===== config.mk =====
export PLATFORM = sky130hd
export DESIGN_NAME = i2c_master_rx
export DESIGN_NICKNAME = d
export VERILOG_FILES = /design/src/rtl/i2c_pkg.sv /design/src/rtl/i2c_scl_timer.sv /design/src/rtl/i2c_master_rx.sv
export SDC_FILE = /design/constraint.sdc
export NUM_CORES = 1
export LEC_CHECK = 0
export ABC_AREA = 1
export BUFFER_PORTS_ARGS = -buffer_cell sky130_fd_sc_hd__buf_2
export CAP_MARGIN = 20
export CELL_PAD_IN_SITES_DETAIL_PLACEMENT = 2
export CELL_PAD_IN_SITES_GLOBAL_PLACEMENT = 2
export CORE_UTILIZATION = 30
export CTS_BUF_LIST = sky130_fd_sc_hd__clkbuf_2
export CTS_CLUSTER_DIAMETER = 100
export DETAILED_ROUTE_END_ITERATION = 12
export GPL_TIMING_DRIVEN = 0
export HOLD_SLACK_MARGIN = 0.12
export PLACE_DENSITY_LB_ADDON = 0.1
export SLEW_MARGIN = 15
export SYNTH_ARGS = -nofsm -noshare
export SYNTH_HDL_FRONTEND = slang
export SYNTH_SLANG_ARGS = --single-unit

===== constraint.sdc =====
create_clock -name clk -period 2.05 [get_ports clk]
set_input_delay 0.1025 -clock clk [delete_from_list [all_inputs] [get_ports clk]]
set_output_delay 0.1025 -clock clk [all_outputs]
set_load 0.005 [all_outputs]

===== src/rtl/i2c_pkg.sv =====
// Shared types and bus constants for the I2C master read path.
package i2c_pkg;

    typedef enum logic [2:0] {
        IDLE,
        START,
        ADDR,
        ADDR_ACK,
        DATA,
        M_ACK,
        STOP
    } i2c_master_state_t;

    localparam logic I2C_RW_READ = 1'b1;
    localparam logic I2C_ACK     = 1'b0;
    localparam logic I2C_NACK    = 1'b1;

endpackage


===== src/rtl/i2c_scl_timer.sv =====
// SCL bit-slot phase counter; emits the per-slot strobes the master FSM keys off.
module i2c_scl_timer #(
    parameter int CLK_DIV = 10
) (
    input  logic clk,
    input  logic n_rst,
    input  logic enable,
    output logic scl_high,
    output logic drive_tick,
    output logic mid_tick,
    output logic sample_tick,
    output logic slot_end
);

    localparam int PW = $clog2(CLK_DIV);
    localparam logic [PW-1:0] PH_LAST   = PW'(CLK_DIV - 1);
    localparam logic [PW-1:0] PH_DRIVE  = PW'(1);
    localparam logic [PW-1:0] PH_MID    = PW'(CLK_DIV / 2);
    localparam logic [PW-1:0] PH_SAMPLE = PW'(CLK_DIV / 2 + CLK_DIV / 4);

    logic [PW-1:0] phase;

    // Held at zero while disabled so the first enabled clock is phase 0 of slot 0.
    always_ff @(posedge clk or negedge n_rst) begin
        if (!n_rst) begin
            phase <= '0;
        end else if (!enable || phase == PH_LAST) begin
            phase <= '0;
        end else begin
            phase <= phase + PW'(1);
        end
    end

    always_comb begin
        scl_high    = enable && (phase >= PH_MID);
        drive_tick  = enable && (phase == PH_DRIVE);
        mid_tick    = enable && (phase == PH_MID);
        sample_tick = enable && (phase == PH_SAMPLE);
        slot_end    = enable && (phase == PH_LAST);
    end

endmodule


===== src/rtl/i2c_master_rx.sv =====
// Single-master I2C read initiator: START, address+R, N data bytes (ACK all but last), STOP.
module i2c_master_rx
    import i2c_pkg::*;
#(
    parameter int CLK_DIV = 10,
    parameter int COUNT_W = 4
) (
    input  logic               clk,
    input  logic               n_rst,
    input  logic               go,
    input  logic [6:0]         slave_addr,
    input  logic [COUNT_W-1:0] byte_count,
    input  logic               sda_in,
    output logic               scl_out,
    output logic               sda_out,
    output logic [7:0]         rx_data,
    output logic               rx_valid,
    output logic               busy,
    output logic               done,
    output logic               nack_error
);

    i2c_master_state_t state, state_nxt;

    logic               sda_meta, sda_s;
    logic [6:0]         addr_q;
    logic [7:0]         addr_byte;
    logic [COUNT_W-1:0] remaining;
    logic [2:0]         bit_cnt;
    logic [6:0]         shift;
    logic               sda_q;
    logic               scl_high, drive_tick, mid_tick, sample_tick, slot_end;

    i2c_scl_timer #(
        .CLK_DIV(CLK_DIV)
    ) u_timer (
        .clk        (clk),
        .n_rst      (n_rst),
        .enable     (state != IDLE),
        .scl_high   (scl_high),
        .drive_tick (drive_tick),
        .mid_tick   (mid_tick),
        .sample_tick(sample_tick),
        .slot_end   (slot_end)
    );

    always_ff @(posedge clk or negedge n_rst) begin
        if (!n_rst) begin
            sda_meta <= 1'b1;
            sda_s    <= 1'b1;
        end else begin
            sda_meta <= sda_in;
            sda_s    <= sda_meta;
        end
    end

    always_ff @(posedge clk or negedge n_rst) begin
        if (!n_rst) begin
            state <= IDLE;
        end else begin
            state <= state_nxt;
        end
    end

    always_comb begin
        state_nxt = state;
        scl_out   = scl_high;
        busy      = (state != IDLE);
        sda_out   = sda_q;
        addr_byte = {addr_q, I2C_RW_READ};
        unique case (state)
            IDLE: begin
                scl_out = 1'b1;
                if (go) state_nxt = START;
            end
            START: begin
                scl_out = 1'b1;
                if (slot_end) state_nxt = ADDR;
            end
            ADDR:     if (slot_end && bit_cnt == 3'd0) state_nxt = ADDR_ACK;
            ADDR_ACK: if (slot_end) state_nxt = (nack_error || remaining == '0) ? STOP : DATA;
            DATA:     if (slot_end && bit_cnt == 3'd0) state_nxt = M_ACK;
            M_ACK:    if (slot_end) state_nxt = (remaining == COUNT_W'(1)) ? STOP : DATA;
            STOP:     if (slot_end) state_nxt = IDLE;
            default:  state_nxt = IDLE;
        endcase
    end

    // bit_cnt is 3 bits wide, so decrementing past bit 0 reloads 7 for the next byte.
    always_ff @(posedge clk or negedge n_rst) begin
        if (!n_rst) begin
            addr_q     <= '0;
            remaining  <= '0;
            bit_cnt    <= 3'd7;
            shift      <= '0;
            sda_q      <= 1'b1;
            rx_data    <= '0;
            rx_valid   <= 1'b0;
            done       <= 1'b0;
            nack_error <= 1'b0;
        end else begin
            rx_valid <= 1'b0;
            done     <= 1'b0;
            case (state)
                IDLE: begin
                    if (go) begin
                        addr_q     <= slave_addr;
                        remaining  <= byte_count;
                        nack_error <= 1'b0;
                        bit_cnt    <= 3'd7;
                    end
                end
                START: begin
                    if (mid_tick) sda_q <= 1'b0;
                end
                ADDR: begin
                    if (drive_tick) sda_q <= addr_byte[bit_cnt];
                    if (slot_end) bit_cnt <= bit_cnt - 3'd1;
                end
                ADDR_ACK: begin
                    if (drive_tick) sda_q <= 1'b1;
                    if (sample_tick && sda_s == I2C_NACK) nack_error <= 1'b1;
                end
                DATA: begin
                    if (drive_tick) sda_q <= 1'b1;
                    if (sample_tick) begin
                        shift <= {shift[5:0], sda_s};
                        if (bit_cnt == 3'd0) begin
                            rx_data  <= {shift, sda_s};
                            rx_valid <= 1'b1;
                        end
                    end
                    if (slot_end) bit_cnt <= bit_cnt - 3'd1;
                end
                M_ACK: begin
                    if (drive_tick) sda_q <= (remaining == COUNT_W'(1)) ? I2C_NACK : I2C_ACK;
                    if (slot_end) remaining <= remaining - COUNT_W'(1);
                end
                STOP: begin
                    if (drive_tick) sda_q <= 1'b0;
                    if (sample_tick) sda_q <= 1'b1;
                    if (slot_end) done <= 1'b1;
                end
                default: ;
            endcase
        end
    end

endmodule


# Word level (Yosys, flattened, before mapping)
# Cells that the tools add are included.
word_totals:
  wordCells: 108
  out_inout_bits: 14
  register_bits: 42
  in_bits: 15
classes:
  n_eq_ne: 25
  n_lt_le_gt_ge: 2
  mux: 36
  add_sub_neg: 3
  reduce_logical: 29
ops:
  columns: ["op", "n"]
  rows:
  - ["3-bit two-way mux", 9]
  - ["2-bit != test (second input constant)", 11]
  - ["3-bit one-hot mux with 7 select lines", 1]
  - ["1-bit two-way mux", 16]
  - ["4-bit two-way mux", 3]
  - ["3-bit AND reduction", 4]
  - ["3-bit equality test (second input constant)", 3]
  - ["4-bit by 1-bit equality test with 1-bit output (second input constant)", 2]
  - ["4-bit by 3-bit equality test with 1-bit output (second input constant)", 2]
  - ["4-bit one-hot mux with 2 select lines", 1]
  - ["1-bit logical AND", 7]
  - ["7-bit AND reduction", 1]
  - ["3-bit by 2-bit equality test with 1-bit output (second input constant)", 2]
  - ["3-bit logical NOT", 2]
  - ["3-bit one-hot mux with 2 select lines", 1]
  - ["6-bit AND reduction", 1]
  - ["2-bit nonzero test", 3]
  - ["2-bit OR reduction", 3]
  - ["1-bit one-hot mux with 5 select lines", 1]
  - ["5-bit nonzero test", 1]
  - ["4-bit by 1-bit adder with 4-bit output (second input constant)", 1]
  - ["4-bit equality test (second input constant)", 1]
  - ["4-bit by 3-bit >= comparator with 1-bit output (second input constant)", 1]
  - ["4-bit logical NOT", 1]
  - ["13 further kinds", 17]

# Depth between registers and ports, before layout
# Gate-level depths: netlist of run 1.
depth:
  word_depth: 5
  depth_mapped: 11
  depth_no_buf: 11

# By module
# Synthesis of run 1 repeated with hierarchy kept, for this count alone.
unflattened:
  hier_cells: 276
  area_unflattened_um2: 2269.7
modules_own_cells:
  columns: ["module", "n_inst", "area_each_um2", "seq_area_each_um2", "cells_per_inst"]
  rows:
  - ["i2c_master_rx", 1, 1975.6, 958.4, 240]
  - ["i2c_scl_timer", 1, 294.0, 100.1, 36]

# Worst setup path after synthesis of run 1
# OpenSTA, ideal clock, no wires.
synth_path:
  path_type: "flip-flop to flip-flop"
  from: "register u_timer.phase[1]"
  to: "register state[1]"
  arrival_time_ps: 1305
  path_slack_ps: 628
  path_buffers: 0
  required_time_ps: 1933
  stages_incl_launch_ff: 12
  synth_period_minus_slack_ps: 1422
  setup_time_ps: 117
  path_cell_list: "dfrtp_1 -> inv_1 -> ha_1 -> inv_1 -> nor2_1 -> nand3_4 -> inv_1 -> nand2_2 -> nand2_4 -> nand2_2 -> nand2_1 -> nand2_1"
synth_via:
  elab_chain_len: 5
  word_cells_on_any_way: 10
  cone_classes: "eq/ne (7); reduce/logical (3)"
synth_rtl:
  columns: ["element", "line", "rtl"]
  rows:
  - ["start: declaration", "i2c_scl_timer.sv:21", "logic [PW-1:0] phase;"]
  - ["start signal: assignment", "i2c_scl_timer.sv:30", "phase <= phase + PW'(1);"]
  - ["4-bit equality test *", "i2c_scl_timer.sv:39", "slot_end = enable && (phase == PH_LAST);"]
  - ["1-bit logical AND *", "i2c_scl_timer.sv:39", null]
  - ["1-bit logical AND", "i2c_master_rx.sv:80, i2c_master_rx.sv:82", null]
  - ["2-bit != test (no line)", null, null]
  - ["7-bit AND reduction (no line) *", null, null]
  - ["end signal: assignment", "i2c_master_rx.sv:61", "state <= state_nxt;"]
  - ["end: declaration", "i2c_master_rx.sv:23", "i2c_master_state_t state, state_nxt;"]
# Mark *: on every way between the ends. The rest lies on a longest branch, timed or not.
# A chain may end at the register's enable or synchronous reset.

# Worst setup path in the final report of run 1
layout_path:
  from: "register state[1]"
  to: "register addr_q[2]"
layout_via:
  elab_chain_len: 2
layout_rtl:
  columns: ["element", "line", "rtl"]
  rows:
  - ["3-bit logical NOT", "i2c_master_rx.sv:104", "case (state)"]
  - ["2-bit AND reduction (no line)", null, null]
  - ["end signal: assignment", "i2c_master_rx.sv:107", "addr_q <= slave_addr;"]
  - ["end: declaration", "i2c_master_rx.sv:26", "logic [6:0] addr_q;"]
# Every way passes these cells.

==> results of run 1 <==
[logic make-up (layout without fill, tap and decap cells)]
group | Yosys count | in the layout | share of synthesized area [%]
xor+xnor | 3 | 3 | 1.18
fa+ha+maj | 8 | 8 | 4.51
buf+inv | 42 | 94 | 8.01
compound gates | 39 | 39 | 10.4
flops | 42 | 42 | 47.7
simple gates | 122 | 122 | 28.2
[cell type report]
cell class | instances | area share (%)
Clock inverter | 3 | 1.48
Tap cell | 96 | 4.44
Timing Repair Buffer | 44 | 11.1
Buffer | 4 | 1.20
Clock buffer | 5 | 0.925
Sequential cell | 42 | 39.1
Multi-Input combinational cell | 172 | 36.3
Inverter | 38 | 5.37
[registers in the layout (all words and copies together) (netlist names)]
signal         cells
rx_data            8
shift              7
u_timer.phase      4
sda_out            1
remaining          4
addr_q             7
rx_valid           1
bit_cnt            3
sda_meta           1
state              3
nack_error         1
done               1
sda_s              1
[cells in the mapped netlist (5+ instances only)]
cell / instances
a21oi_1: 6
dfrtp_1: 36
dfstp_2: 6
ha_1: 8
inv_1: 33
nand2_1: 68
nand2_4: 5
nand3_1: 17
nor2_1: 11
o21ai_0: 18
o21ai_1: 7
o21ai_2: 6
[per-layer routing]
metal	vias up	GRT usage, %	routed length [microns]
li1	909	-	-
met1	882	21.5	2590
met2	25	25.9	2610
met3	3	2.83	133
met4	0	4.02	21
met5	-	0	0
[worst max path at each step]
| stage | from | endpoint | slack, ps |
|---|---|---|---|
| 2_1_floorplan | u_timer.phase[1]$_DFF_PN0_ | state[1]$_DFFE_PN0P_ | 630 |
| 3_3_place_gp | u_timer.phase[0]$_DFF_PN0_ | rx_data[6]$_DFFE_PN0P_ | 440 |
| 3_5_place_dp | u_timer.phase[0]$_DFF_PN0_ | rx_data[6]$_DFFE_PN0P_ | 390 |
| 4_1_cts | state[1]$_DFFE_PN0P_ | addr_q[2]$_DFFE_PN0P_ | 250 |
| 5_1_grt | state[1]$_DFFE_PN0P_ | addr_q[2]$_DFFE_PN0P_ | 100 |
| 6_report | state[1]$_DFFE_PN0P_ | addr_q[2]$_DFFE_PN0P_ | 210 |
[worst min-delay path, delay by kind of cell]
family          cells  cell delay, ps
buf+inv             2             220
simple gates        2             160
compound gates      1              70
[power breakdown]
part           switching (mW)  internal [mW]
clock network           0.288          0.202
logic                  0.0349         0.0338
registers             0.00454          0.845
total                   0.327           1.08
[placed cells by master, fill, tap and decap left out, drive strengths merged, types with 2 or more instances in the layout]
cell	count
a21oi	6
buf	32
clkbuf	5
clkinv	2
dfrtp	36
dfstp	6
dlygate4sd3	16
ha	8
inv	38
nand2	77
nand3	22
nand3b	2
nor2	15
nor3	2
nor3b	2
o21ai	32
xnor2	2
[what timing repair did]
action	4_1_cts	5_1_grt
endpoints found under the hold margin	48	0
hold buffers	16	0
setup buffers	0	0
==> impl_metrics.ini, run 1 <==
[status]
status = finished clean

[sta]
rsz0062_at_grt = no
slew_headroom_pct = 37.7
setup_ws_ps = 214
finalHoldViolCount = 0
worst_pin_slew_ps = 934
max_freq_mhz = 545
fin_crit_ps = 1840
setup_violations = 0
finalSetupTns_ps = 0
clock-skew-final_ps = 9.84
hold_ws_ps = 166
fin_crit_sh_pct = 89.6
drv_slew = 0

[critical_path]
regToRegEndpoint = addr_q[2]$_DFFE_PN0P_
path_common_cell = nor2_4
cp_top_family = simple AND/OR/NAND/NOR gates
critPathKind = reg -> reg
endpoint_kind = flop
worstPathRequired_ps = 2390
r2r-start = state[1]$_DFFE_PN0P_
critPathLaunchType = flop
cp_num_buf_inv = 1
crit_chain = nor2_4 > nand2_4 > nor2_4 > nand2_1 > dlygate4sd3_1 > o21ai_0
cp_num_cells = 6
reg2reg_slack_ps = 210
rr_worst_depth = 6
worstPathMaxFanout = 6
cp_slowest_stage_delay_ps = 560
crit_arrival_ps = 2180
crit_slowest_cell = dlygate4sd3_1

[synthesis]
async_flop_share_pct = 100
yosys.area.top_type_share_pct = 40.6
seq_area_frac_synth_pct = 47.7
synth_area_leader_cell = dfrtp_1
synthFlopType = dfrtp_1
synth_area_leaders = dfrtp_1 (41%), nand2_1 (12%), dfstp_2 (7.1%)
synth_area_sq_um = 2220
yosys_warnings = 0
ys_ff_latch = 42
synth_cells = 256
synth_edf_count = 0
avgSynthCellArea_sq_um = 8.67
ys_types = 29
synth.net_count = 279

[global_route]
grt_max_degree = 43
grt_pass1_vias = 1946
overflow = 0
antenna_found_initial = 0
track_usage_pct = 15.8
grt_pass1_wl_mm = 9.40

[layout]
utilization_pct = 38.7
multi_input_area_sq_um = 982
layout.filler_cells = 821
final_cells = 404
design_area_sq_um = 2700
fin_nets = 330
layout-drive-gt1-share_pct = 24.7
regArea_sq_um = 1060
syn_to_final_growth_pct = 21.9
diodes = 0

[run]
max-cap-violations = 0

[hold_path]
hold_end = addr_q[4]$_DFFE_PN0P_
holdCritStartpoint = go
timing.hold.worst.class = in -> reg
min_path_cells = 5

[power]
irDropWorstVdd_mv = 0.258
power.leakage_nw = 1.36
p_total_mw = 1.41
p_per_area_nw_per_um2 = 521

[cts]
clockBufferDepth = 2
clk_latency_ps = 400
cts_sinks = 42
cts_made_buffers = 5
clockRootBuffer = clkbuf_2
clk_pin_slew_ps = 220
cts_resized = 0
cts_max_level = 2
cts_tree = done

[floorplanning]
core_area_sq_um = 6980
io_pins = 29
row_count = 30
die_h_microns = 88.0
initial_core_util_pct = 31.8
dieArea_sq_um = 7740
die_x_microns = 88.0

[detailed_routing]
antenna_left = 0
via_per_inst = 4.50
drc = 0
wl_per_cell_microns = 13.2
num_vias = 1819
drtPass1Iterations = 4
drt-initial-drc-count = 44
drt_wl_total_mm = 5.35

[placed_design]
post-dp-hpwl_mm = 3.84
dpl_cell_area_sq_um = 2480
portBuffers = 28
dp_cells = 380
place.gp.congestion = 0.756
post-place-ws_ps = 386
Power figures use the tool's default switching activity.
==> run 2: changes to the inputs <==
Settings changed: CTS_BUF_LIST sky130_fd_sc_hd__clkbuf_2 to not set.
==> impl_metrics.ini, run 2 (synthesis results as in run 1) <==
[cts]
clk_latency_ps = 300
cts_tree = done
clockBufferDepth = 2
cts_max_level = 2
clockRootBuffer = clkbuf_8
cts_resized = 0
cts_made_buffers = 5
cts_sinks = 42
clk_pin_slew_ps = 80

[floorplanning]
initial_core_util_pct = 31.8
die_x_microns = 88.0
dieArea_sq_um = 7740
row_count = 30
die_h_microns = 88.0
core_area_sq_um = 6980
io_pins = 29

[placed_design]
post-dp-hpwl_mm = 3.84
post-place-ws_ps = 386
place.gp.congestion = 0.756
portBuffers = 28

[power]
irDropWorstVdd_mv = 0.293
power.leakage_nw = 1.36
p_per_area_nw_per_um2 = 582

[critical_path]
crit_slowest_cell = dfrtp_1
critPathKind = reg -> reg
worstPathMaxFanout = 8
cp_slowest_stage_delay_ps = 400
path_common_cell = inv_1
crit_chain = inv_1 > ha_1 > inv_1 > nor2_1 > nand3_4 > o21ai_4 > nand3_1 > o21ai_1
endpoint_kind = flop
crit_arrival_ps = 1860
worstPathRequired_ps = 2280
critPathLaunchType = flop

[detailed_routing]
wl_per_cell_microns = 13.4
drt-initial-drc-count = 41
antenna_left = 0
num_vias = 1795
drc = 0
via_per_inst = 4.51
drtPass1Iterations = 4
drt_wl_total_mm = 5.33

[hold_path]
timing.hold.worst.class = in -> reg

[sta]
clock-skew-final_ps = 6.04
setup_ws_ps = 421
worst_pin_slew_ps = 957
fin_crit_sh_pct = 79.5
setup_violations = 0
max_freq_mhz = 614
finalSetupTns_ps = 0
finalHoldViolCount = 0
rsz0062_at_grt = no
fin_crit_ps = 1630
drv_slew = 0
slew_headroom_pct = 36.2

[status]
status = finished clean

[layout]
syn_to_final_growth_pct = 21.2
layout-drive-gt1-share_pct = 25.2
layout.filler_cells = 824
diodes = 0
largest_register = rx_data
layout_commonest_cell = nand2_1
largest_reg_flops = 8
fin_nets = 324
reg.largest.list = rx_data: 8 flops, addr_q: 7 flops, shift: 7 flops
final_cell_mix = nand2_1 (68), dfrtp_1 (36), inv_1 (33)

[global_route]
grt_pass1_vias = 1910
overflow = 0
antenna_found_initial = 0
grt_max_degree = 43
track_usage_pct = 16.0
grt_pass1_wl_mm = 9.38

[run]
max-cap-violations = 0
run 2: layout make-up:
class                           instances  area [sq um]  share of cell area (%)
Buffer                                  4          32.5                    1.21
Clock buffer                            5          68.8                    2.56
Timing Repair Buffer                   38           240                    8.94
Inverter                               38           145                    5.40
Multi-Input combinational cell        172           982                    36.5
Clock inverter                          3          40.0                    1.49
Sequential cell                        42          1060                    39.4
Tap cell                               96           120                    4.47
run 2: critical path: cells and delay by family, from the launching register on:
kind | cells | cell delay, ps
flip-flops | 1 | 400
AND/OR/NAND/NOR | 3 | 520
buffers and inverters | 2 | 150
adder cells (fa/ha/maj) | 1 | 170
AO/OA/AOI/OAI | 2 | 330
run 2: metrics by stage:
step                util (%)  power [mW]  hold slack [ps]  cell area [sq um]  cells
global route            38.5        1.63              187               2690    398
global placement        35.5       0.914              208               2480    380
floorplan                  -       0.878             -193               2220    256
detailed placement      35.5       0.915              209               2480    380
CTS                     38.5        1.59              139               2690    398
finish                  38.5        1.56              138               2690    398
run 2: what timing repair did:
| action | CTS | global route |
|---|---|---|
| buffers inserted | 0 | 0 |
| endpoints found under the hold margin | 45 | 0 |
| hold buffers | 10 | 0 |
| endpoints found under the setup margin | 0 | 0 |
run 2: path summary, 6_finish.rpt:
check	end	from	cells after the start	slack, ps
setup / recovery	remaining[3]$_DFFE_PN0P_	u_timer.phase[1]$_DFF_PN0_	8	420
hold / removal	remaining[0]$_DFFE_PN0P_	byte_count[0]	5	140
setup reg to reg	remaining[3]$_DFFE_PN0P_	u_timer.phase[1]$_DFF_PN0_	8	420
hold reg to reg	sda_s$_DFF_PN1_	sda_meta$_DFF_PN1_	0	360
max in group asynchronous	rx_valid$_DFF_PN0_	n_rst	2	960
min in group asynchronous	addr_q[3]$_DFFE_PN0P_	n_rst	2	500
run 2: power breakdown:
part | internal [mW] | switching, mW
clock | 0.359 | 0.293
combinational | 0.0301 | 0.0348
sequential | 0.842 | 0.00460
total | 1.23 | 0.332
run 2: metal layers:
metal,up-vias,GRT usage (%),wire length [microns]
met5,-,0,0
met4,0,5.37,74
met3,6,2.83,128
met2,24,25.8,2510
met1,866,21.6,2620
li1,899,-,-
